<file path="config.mk">
export PLATFORM = sky130hd
export DESIGN_NAME = board_mem_arbiter
export DESIGN_NICKNAME = d
export VERILOG_FILES = /design/src/rtl/board_mem_arbiter.sv
export SDC_FILE = /design/constraint.sdc
export NUM_CORES = 1
export LEC_CHECK = 0
export ABC_AREA = 1
export CORE_ASPECT_RATIO = 0.6
export CORE_MARGIN = 5
export CORE_UTILIZATION = 31
export DETAILED_ROUTE_END_ITERATION = 8
export GPL_ROUTABILITY_DRIVEN = 0
export PLACE_DENSITY = 0.74
export SLEW_MARGIN = 15
export SYNTH_ARGS = -nofsm -noshare
export SYNTH_HDL_FRONTEND = slang
export SYNTH_SLANG_ARGS = --single-unit
export TNS_END_PERCENT = 5
</file>
<file path="constraint.sdc">
create_clock -name clk -period 1.3 [get_ports clk]
set_input_delay 0.325 -clock clk [delete_from_list [all_inputs] [get_ports clk]]
set_output_delay 0.325 -clock clk [all_outputs]
set_load 0.02 [all_outputs]
</file>
<file path="src/rtl/board_mem_arbiter.sv">
// Port-B arbiter for the board image RAM: display reader has priority,
// processor gets a guaranteed slot after a bounded wait.
module board_mem_arbiter #(
    parameter int ADDR_W       = 17,
    parameter int DATA_W       = 32,
    parameter int STARVE_LIMIT = 16,
    parameter int RD_LAT       = 1
) (
    input  logic              clk,
    input  logic              rst,
    input  logic              d_req,
    input  logic [ADDR_W-1:0] d_addr,
    output logic              d_gnt,
    output logic              d_rvalid,
    output logic [DATA_W-1:0] d_rdata,
    input  logic              p_req,
    input  logic              p_we,
    input  logic [ADDR_W-1:0] p_addr,
    input  logic [DATA_W-1:0] p_wdata,
    input  logic [3:0]        p_be,
    output logic              p_gnt,
    output logic              p_rvalid,
    output logic [DATA_W-1:0] p_rdata,
    output logic [ADDR_W-1:0] address_b,
    output logic [DATA_W-1:0] data_b,
    output logic              wren_b,
    output logic [3:0]        byteena_b,
    input  logic [DATA_W-1:0] q_b
);

    localparam int CNT_W = (STARVE_LIMIT > 0) ? $clog2(STARVE_LIMIT + 1) : 1;
    localparam logic [CNT_W-1:0] CNT_MAX = '1;
    localparam logic [CNT_W-1:0] CNT_LIM = CNT_W'(STARVE_LIMIT);
    localparam logic GUARD_ON = (STARVE_LIMIT != 0);

    logic [CNT_W-1:0]  r_wait_cnt;
    logic [ADDR_W-1:0] r_address_b;
    logic [DATA_W-1:0] r_data_b;
    logic              r_wren_b;
    logic [3:0]        r_byteena_b;
    logic [RD_LAT:0]   r_tag_v;
    logic [RD_LAT:0]   r_tag_p;

    logic w_starve;
    logic w_d_gnt;
    logic w_p_gnt;
    logic w_rd_acc;

    assign w_starve = p_req && GUARD_ON && (r_wait_cnt >= CNT_LIM);

    always_comb begin
        w_d_gnt = 1'b0;
        w_p_gnt = 1'b0;
        if (!rst) begin
            if (w_starve) begin
                w_p_gnt = 1'b1;
            end else if (d_req) begin
                w_d_gnt = 1'b1;
            end else if (p_req) begin
                w_p_gnt = 1'b1;
            end
        end
    end

    assign d_gnt    = w_d_gnt;
    assign p_gnt    = w_p_gnt;
    assign w_rd_acc = w_d_gnt || (w_p_gnt && !p_we);

    // Saturating wait counter; only counts while the processor is held off
    always_ff @(posedge clk) begin
        if (rst) begin
            r_wait_cnt <= '0;
        end else if (!p_req || w_p_gnt) begin
            r_wait_cnt <= '0;
        end else if (r_wait_cnt != CNT_MAX) begin
            r_wait_cnt <= r_wait_cnt + 1'b1;
        end
    end

    always_ff @(posedge clk) begin
        if (rst) begin
            r_address_b <= '0;
            r_data_b    <= '0;
            r_wren_b    <= 1'b0;
            r_byteena_b <= 4'h0;
        end else if (w_d_gnt) begin
            r_address_b <= d_addr;
            r_wren_b    <= 1'b0;
            r_byteena_b <= 4'hF;
        end else if (w_p_gnt && p_we) begin
            r_address_b <= p_addr;
            r_data_b    <= p_wdata;
            r_wren_b    <= 1'b1;
            r_byteena_b <= p_be;
        end else if (w_p_gnt) begin
            r_address_b <= p_addr;
            r_wren_b    <= 1'b0;
            r_byteena_b <= 4'hF;
        end else begin
            r_wren_b    <= 1'b0;
            r_byteena_b <= 4'h0;
        end
    end

    assign address_b = r_address_b;
    assign data_b    = r_data_b;
    assign wren_b    = r_wren_b;
    assign byteena_b = r_byteena_b;

    // Stage 0 lines up with the port-B cycle, the last stage with q_b
    always_ff @(posedge clk) begin
        if (rst) begin
            r_tag_v <= '0;
            r_tag_p <= '0;
        end else begin
            r_tag_v[0] <= w_rd_acc;
            r_tag_p[0] <= w_p_gnt;
            for (int i = 1; i <= RD_LAT; i++) begin
                r_tag_v[i] <= r_tag_v[i-1];
                r_tag_p[i] <= r_tag_p[i-1];
            end
        end
    end

    assign d_rvalid = r_tag_v[RD_LAT] && !r_tag_p[RD_LAT];
    assign p_rvalid = r_tag_v[RD_LAT] && r_tag_p[RD_LAT];
    assign d_rdata  = q_b;
    assign p_rdata  = q_b;

endmodule

</file>
==> impl_results.md, run 1 <==
- Mapped Area: 3104 um2
- Residual DRC: 0
- Period utilization: 105.8%
- WL final: 8.883 mm
- Max FO, Critical Path: 2
- Peak supply drop: 0.7959 mV
- Comb pwr share: 14.8%
- CP peak stage delay: 0.32 ns
- Io pins: 229
- Vias in the first global route: 2,767
- Final setup margin: -0.07526 ns
- Maxcap violations: 0
- Hpwl dp: 6.592 mm
- Unrepaired setup endpoints after global routing: true
- Pint: 0.004208 W
- CTS Buffer Depth: 2
- Setup crit start kind: flip-flop
- Syn Area/Cell: 7.287 um2
- Placement Rows: 28
- Clock Latency Late Sink: 0.32 ns
- Clk_skew: 0.005046 ns
- Critical-path top delay cell: dfxtp_2
- Clock tree sinks: 63
- Switching portion of total power: 22.53%
- Nets@finish: 617
- Outcome: finished with violations
- Total track usage: 14.01%
- Number of warning messages in the yosys log: 0
- CTS Buf Count: 9
- CTS tree: yes
- Clock Tree Root: clkbuf_16
- Post-synthesis cell type count: 19
- Failing checks: setup timing
- Ratio of cells with drive above 1 in the final layout: 25.73%
- Psw: 0.001224 W
- Largest net degree at the start of global routing: 37
- Starting density of the core: 31.65%
- Min cycle time layout: 1.375 ns
- Most common cell in the synthesized netlist: nand2_1
- Hold buffer count at CTS: 0
- Setup crit end kind: output port
- Final Hold Viols: 0
- First-pass GRT wire length: 13.80 mm
- Maximum clock frequency: 0.7271 GHz
- Htree depth: 3
- Setup CP Type: flip-flop to output port
- Most frequent cells after synthesis: 119 x nand2_1, 70 x buf_4, 63 x dfxtp_1
- Sequential-to-total area share from yosys stat: 40.63%
- Post-Route M1 WL: 3.971 mm
- Initial DRT Pass Iterations: 5
- WP data required: 0.98 ns
- Dominant cells by area after synthesis: dfxtp_1 41%, buf_4 17%, nand2_1 14%
- Sequential power share: 37.8%
- Post-DRT Antenna Nets: 0
- Placed insts: 630
- Synth area leader: dfxtp_1
- Buf/Inv on CP: 3
- Post-route insts no fill: 648
- WP data arrival: 1.05 ns
- Initial detailed-routing violation count: 172
- Clk slew on worst S/H paths: 0.05 ns
- Clock share of power: 47.4%
- Setup-failing EPs final: 2
- Post-synthesis cell count: 426
- CP most frequent cell: buf_6
- Post-synth EDFFs: 0
- Crit-path cells: buf_6 -> nand2_4 -> nand3_4 -> inv_2 -> buf_6
- Main synth FF type: dfxtp_1
- Worst hold path class: flip-flop to flip-flop
- Yosys reg bits: 63
- Die height: 87.51 um
- Die width: 139.2 um
- Post-synth ARST share: 0%
- DR vias/cell: 4.474
- Grt ovf: 0
- Core Area: 9809 um2
- Slew Limit Headroom: 65.58%
- I/O Buffers: 132
- Number of diodes: 0
- Synth top area share: 40.63%
- Leakage: 1.954 nW
- DR vias: 2,899
- Initial antenna violation count: 0
- Util after Layout: 46.80%
- Crit path max-delay family: flip-flops
- DR top layer: met4
- Total power: 0.005432 W
- Wire length on met2: 4.003 mm
- Least-Margin Pin Slew: 0.5163 ns
- Routed WL per cell: 13.71 um
- Dpl ws: -0.7868 ns
- Min Hold Slack: 0.4018 ns
- Power Dens Cells: 1183 nW/um2
- Wire length on met3: 835 um
- Die footprint: 12,180 um2
- Slew Viols, Final: 0
- Post-Syn Nets: 535
- Area added between synthesis and finish: 47.88%
==> per-stage QoR <==
stage / cell area [um2] / TNS, ns
floorplan: 3104 / 0
global placement: 4174 / -29.90
detailed placement: 4174 / -32.44
CTS: 4559 / -0.3178
global route: 4591 / -0.7452
finish: 4591 / -0.1123
==> what timing repair did <==
| item | in CTS | in global routing |
|---|---|---|
| setup endpoints to repair | 115 | 77 |
| gates resized for setup | 170 | 58 |
| pin swaps | 1 | 4 |
| buffers inserted | 0 | 2 |
==> per-layer routing <==
metal / global-route usage [%] / vias to the layer above
met4: 4.263 / 0
met5: 0 / -
met1: 17.54 / 1318
met2: 21.66 / 137
li1: - / 1431
met3: 6.692 / 13
==> worst paths after layout <==
check	startpoint	endpoint	slack, ns	cells after the start
max reg2reg	r_wait_cnt[0]	r_wait_cnt[3]	0.03	7
max	r_wait_cnt[4]	d_gnt	-0.08	5
min	r_tag_v[0]	r_tag_v[1]	0.40	2
min reg2reg	r_tag_v[0]	r_tag_v[1]	0.40	2
==> power by group through the flow <==
stage	Sequential [W]	Combinational (W)	Clock [W]
finish	0.00205	0.000803	0.00258
global route	0.00206	0.000873	0.00275
CTS	0.00205	0.000798	0.00265
detailed placement	0.00209	0.000817	0
global placement	0.00209	0.000807	0
floorplan	0.00218	0.000548	0
==> layout by cell type, fill, tap and decap left out, drive strengths merged <==
cell	n
nand4	7
clkdlybuf4s15	33
dlymetal6s2s	1
clkinv	1
o21ai	4
nor3	1
nand3	17
dfxtp	63
nand3b	11
buf	30
ha	2
nand2	122
clkbuf	29
bufinv	2
inv	33
clkdlybuf4s50	70
a21oi	38
dlygate4sd2	3
nor2	46
==> tightest hold or removal path: cells and delay by family, from the launching register on <==
kind          cells  cell delay [ns]
flops             1             0.29
buf+inv           1             0.04
simple gates      1             0.03
==> cells by family after synthesis <==
group / Yosys count / synth area share (%)
compound gates: 42 / 6.771
flops: 63 / 40.63
fa+ha+maj: 2 / 0.8060
simple gates: 204 / 29.02
buf+inv: 115 / 22.77
==> registers in the layout, indices dropped and copies added, names as in the netlist <==
signal	count
r_tag_v	2
byteena_b	4
wren_b	1
r_tag_p	2
address_b	17
data_b	32
r_wait_cnt	5
==> layout make-up <==
type / instances / area [um2]
clock buffers: 13 / 260.3
clock inverters: 3 / 65.06
fillers: 978 / 5219
inverters: 33 / 123.9
multi-input cells: 248 / 1255
flip-flops and latches: 63 / 1266
well taps: 135 / 168.9
repair buffers: 153 / 1451
Note: power is estimated with default switching activity, not from simulation.
==> run 2, diff against run 1 <==
--- a/config.mk
+++ b/config.mk
@@ -7,12 +7,11 @@
 export LEC_CHECK = 0
 export ABC_AREA = 1
 export CORE_ASPECT_RATIO = 0.6
-export CORE_MARGIN = 5
 export CORE_UTILIZATION = 31
 export DETAILED_ROUTE_END_ITERATION = 8
 export GPL_ROUTABILITY_DRIVEN = 0
 export PLACE_DENSITY = 0.74
-export SLEW_MARGIN = 15
+export SLEW_MARGIN = 20
 export SYNTH_ARGS = -nofsm -noshare
 export SYNTH_HDL_FRONTEND = slang
 export SYNTH_SLANG_ARGS = --single-unit
==> impl_results.md, run 2 (synthesized netlist as in run 1, its figures left out) <==
- Clk slew on worst S/H paths: 0.05 ns (about the same)
- Reg-to-reg slack, setup: 0.01 ns (-0.02 ns)
- Least-Margin Pin Slew: 0.4479 ns (-0.06845 ns)
- Failing checks: setup timing
- Placement Rows: 27 (-3.6%)
- Routed WL per cell: 13.46 um (-1.8%)
- Clock tree sinks: 63 (unchanged)
- Maximum clock frequency: 0.7187 GHz (-1.2%)
- Final Hold Viols: 0 (unchanged)
- Outcome: finished with violations
- Initial DRT Pass Iterations: 4 (-1)
- Layout fillers: 925 (-5.4%)
- Die width: 131.2 um (-5.7%)
- Io pins: 229 (unchanged)
- Htree depth: 3 (unchanged)
- Clock Tree Root: clkbuf_16
- Min cycle time layout: 1.391 ns (+0.01607 ns)
- DR vias: 2,902 (+0.10%)
- Core Area: 9459 um2 (-3.6%)
- CTS Buffer Depth: 2 (unchanged)
- Slew Viols, Final: 0 (unchanged)
- Period utilization: 107.0% (+1.2 points)
- Area added between synthesis and finish: 47.20%
- Power Dens Cells: 1140 nW/um2 (-3.6%)
- Number of diodes: 0 (unchanged)
- Setup-failing EPs final: 2 (unchanged)
- Nets@finish: 621 (+0.65%)
- Hpwl dp: 6.174 mm (-6.3%)
- Die footprint: 10,430 um2 (-14%)
- FF+latch area: 1267 um2 (about the same)
- Post-DRT Antenna Nets: 0 (unchanged)
- Initial antenna violation count: 0 (unchanged)
- Commonest non-fill, non-tap cell in the layout: nand2_1
- Worst hold path class: flip-flop to flip-flop
- Residual DRC: 0 (unchanged)
- I/O Buffers: 132 (unchanged)
- WP data arrival: 1.07 ns (+0.02 ns)
- Setup crit start kind: flip-flop
- Multi-input logic area: 1209 um2 (-3.7%)
- Largest register FFs: 32 (unchanged)
- First-pass GRT wire length: 13.31 mm (-3.6%)
- Util after Layout: 48.31% (+1.5 points)
- WP data required: 0.98 ns (about the same)
- Max FO, Critical Path: 2 (unchanged)
- Initial detailed-routing violation count: 138 (-20%)
- Unrepaired setup endpoints after global routing: true
- WL final: 8.707 mm (-2.0%)
- Vias in the first global route: 2,719 (-1.7%)
- Slew Limit Headroom: 70.14% (+4.6 points)
- Clk_skew: 0.004076 ns (-0.0009702 ns)
- Total power: 0.005210 W (-4.1%)
- Commonest non-fill, non-tap cells in the layout: 116 x nand2_1, 71 x clkdlybuf4s50_1, 58 x dfxtp_1
- CTS tree: yes
- Maxcap violations: 0 (unchanged)
- Total track usage: 16.22% (+2.2 points)
- Grt ovf: 0 (unchanged)
- Ratio of cells with drive above 1 in the final layout: 23.98% (-1.7 points)
- Peak supply drop: 0.7366 mV (-7.5%)
- CTS Buf Count: 9 (unchanged)
- Final setup margin: -0.09134 ns (-0.01607 ns)
- Setup crit end kind: output port
- Setup CP Type: flip-flop to output port
- Clock Latency Late Sink: 0.32 ns (about the same)
- Starting density of the core: 32.82% (+1.2 points)
- Leakage: 1.957 nW (+0.14%)
- Setup TNS: -0.1381 ns (-0.02574 ns)
- Die height: 79.51 um (-9.1%)
- DR vias/cell: 4.485 (+0.26%)
- Hold buffer count at CTS: 0 (unchanged)
- Largest net degree at the start of global routing: 38 (+2.7%)
[run 2: cell types whose count changed in the layout (fill, tap and decap cells not counted), moves of 2 or more]
cell	change
a21oi_1	+13
a21oi_2	-13
clkdlybuf4s15_2	-4
buf_4	+3
clkinvlp_4	+3
buf_2	+2
clkbuf_16	+2
clkdlybuf4s15_1	+2
[run 2: routing by layer]
layer,vias to the layer above,routed length (um),track usage [%],share of wire (%)
met5,-,0,0,0
met3,4,958,7.683,11
met1,1313,3918,20.64,45
li1,1435,-,-,-
met2,150,3776,24.15,43
met4,0,53,4.824,0.61
[run 2: cell type report]
class	instances	share of cell area (%)
flip-flops and latches	63	27.74
clock buffers	11	5.312
well taps	130	3.560
inverters	33	2.820
multi-input cells	248	26.45
repair buffers	157	32.86
clock inverters	5	1.260
[run 2: through the flow]
stage,setup WS [ns],hold slack [ns],cell area [um2],instances
floorplan,0.02416,0.3883,3104,426
global placement,-0.7830,0.3991,4183,627
detailed placement,-0.7946,0.4008,4183,627
CTS,-0.1235,0.4094,4546,644
global route,-0.1350,0.4233,4569,647
finish,-0.09134,0.3997,4569,647
[run 2: path summary, 6_finish.rpt]
path                   to     startpoint  cells past startpoint
max                 d_gnt  r_wait_cnt[4]                      5
min            r_tag_v[1]     r_tag_v[0]                      2
max reg2reg  byteena_b[0]  r_wait_cnt[4]                      7
min reg2reg    r_tag_v[1]     r_tag_v[0]                      2
[run 2: worst max-delay path, stage by stage (launching register included)]
cell     delay, ns
dfxtp_2       0.33
buf_6         0.12
nand2_4       0.07
nand3_4       0.07
inv_2         0.06
buf_6         0.10
[run 2: timing repair]
| item | 4_1_cts | 5_1_grt |
|---|---|---|
| pin swaps | 2 | 6 |
| setup endpoints to repair | 114 | 80 |
| gates resized for setup | 168 | 53 |
| cloned | 0 | 2 |
| setup buffers | 1 | 1 |
[run 2: report_power, final]
group          internal, W  switching (W)
Combinational     0.000416       0.000387
Sequential         0.00202      0.0000371
Clock              0.00153       0.000825
Total              0.00396        0.00125
==> RTL change, RTL diff (config.mk and constraints of run 1) <==
The parameter `STARVE_LIMIT` goes from 16 to 32.
--- a/src/rtl/board_mem_arbiter.sv
+++ b/src/rtl/board_mem_arbiter.sv
@@ -3,7 +3,7 @@
 module board_mem_arbiter #(
     parameter int ADDR_W       = 17,
     parameter int DATA_W       = 32,
-    parameter int STARVE_LIMIT = 16,
+    parameter int STARVE_LIMIT = 32,
     parameter int RD_LAT       = 1
 ) (
     input  logic              clk,
Behaviour: no difference found for any inputs over 10 cycles, from zero or initial values and one cycle with rst high; that may be too few to reach the edited logic, so the function may still have changed.
==> RTL change against run 1 <==
  * The flow still finishes with violations (setup timing)
  * Sequential cell count rose by 1
  * Clock skew barely moved
  * Power fell by 0.68%
  * Sequential share of layout area rose by 1.5 points
  * Design area fell by 3.7%
  * Synthesized area rose by 1.4%
  * First-iteration DRC count fell by 12%
  * Core utilization fell by 2.1 points
  * Combinational power fell by 8.2%
  * Maximum frequency rose by 1.5%
  * Routed wire length rose by 1.0%
  * Synthesized cell count rose by 0.23%
  * Setup slack improved by 20 ps
  * Largest cell class unchanged
==> RTL change: results (changes against run 1) <==
| Metric | Value |
|---|---|
| Die X | 140 um (was 139 um) |
| Final #Nets | 611 (was 617) |
| M1 GR Usage | 0.174 (was 0.175) |
| Global Route met2 Usage | 0.231 (was 0.217) |
| FF-to-FF path depth | 8 (was 7) |
| Met2 wire len | 4140 um (was 4000 um) |
| Pre-antenna DRT Iters | 4 (was 5) |
| Post_cts resized | 176 (was 170) |
| Post-DP HPWL | 6850 um (was 6590 um) |
| Leak pwr | 0.00191 uW (was 0.00195 uW) |
| Synth top area cells | dfxtp_1 (41%), buf_4 (16%), nand2_1 (14%) (was dfxtp_1 (41%), buf_4 (17%), nand2_1 (14%)) |
| Met3 Usage GRT | 0.0747 (was 0.0669) |
| Int Power | 4140 uW (was 4210 uW) |
| Total Neg Setup Slack | -77.2 ps (was -112 ps) |
| Max-slew headroom | 0.751 (was 0.656) |
| Routed wire length | 8980 um (was 8880 um) |
| Status | complete, but fails checks (unchanged) |
| Pre-CTS setup slack | -773 ps (was -787 ps) |
| Synth Area in Adders | 0.00795 (was 0.00806) |
| Failing checks | setup timing (unchanged) |
| R2R setup slack | 10 ps (was 30 ps) |
| Final worst slack | -55.6 ps (was -75.3 ps) |
| Worst EP arrival | 1030 ps (was 1050 ps) |
| All-layer global routing usage | 0.146 (was 0.140) |
| Sequential area share after synthesis | 0.407 (was 0.406) |
| Post-placement cell area | 4160 um2 (was 4170 um2) |
| Final Setup Violations | 2 (unchanged) |
| Slowest stage delay, CP | 350 ps (was 320 ps) |
==> RTL change: changes by cell type in the layout (fill, tap and decap cells not counted), moves of 6 or more <==
cell | run 1 | this run
a21oi_1 | 20 | 42
a21oi_2 | 18 | 0
buf_2 | 6 | 20
clkbuf_2 | 16 | 9
clkdlybuf4s15_2 | 29 | 23
inv_1 | 25 | 35
nand3_1 | 15 | 25
nor2_1 | 42 | 18
==> RTL change: area by class of cell <==
cell class              count  area share
multi-input cells         238       0.257
clock buffers              10      0.0541
repair buffers            149       0.307
well taps                 135      0.0382
flip-flops and latches     64       0.290
inverters                  40      0.0345
clock inverters             6      0.0187
==> RTL change: through the flow <==
stage | hold WS, ps | power, uW | cells
floorplan | 388 | 2730 | 427
global placement | 395 | 2880 | 625
detailed placement | 398 | 2900 | 625
CTS | 406 | 5500 | 641
global route | 432 | 5650 | 642
finish | 403 | 5390 | 642
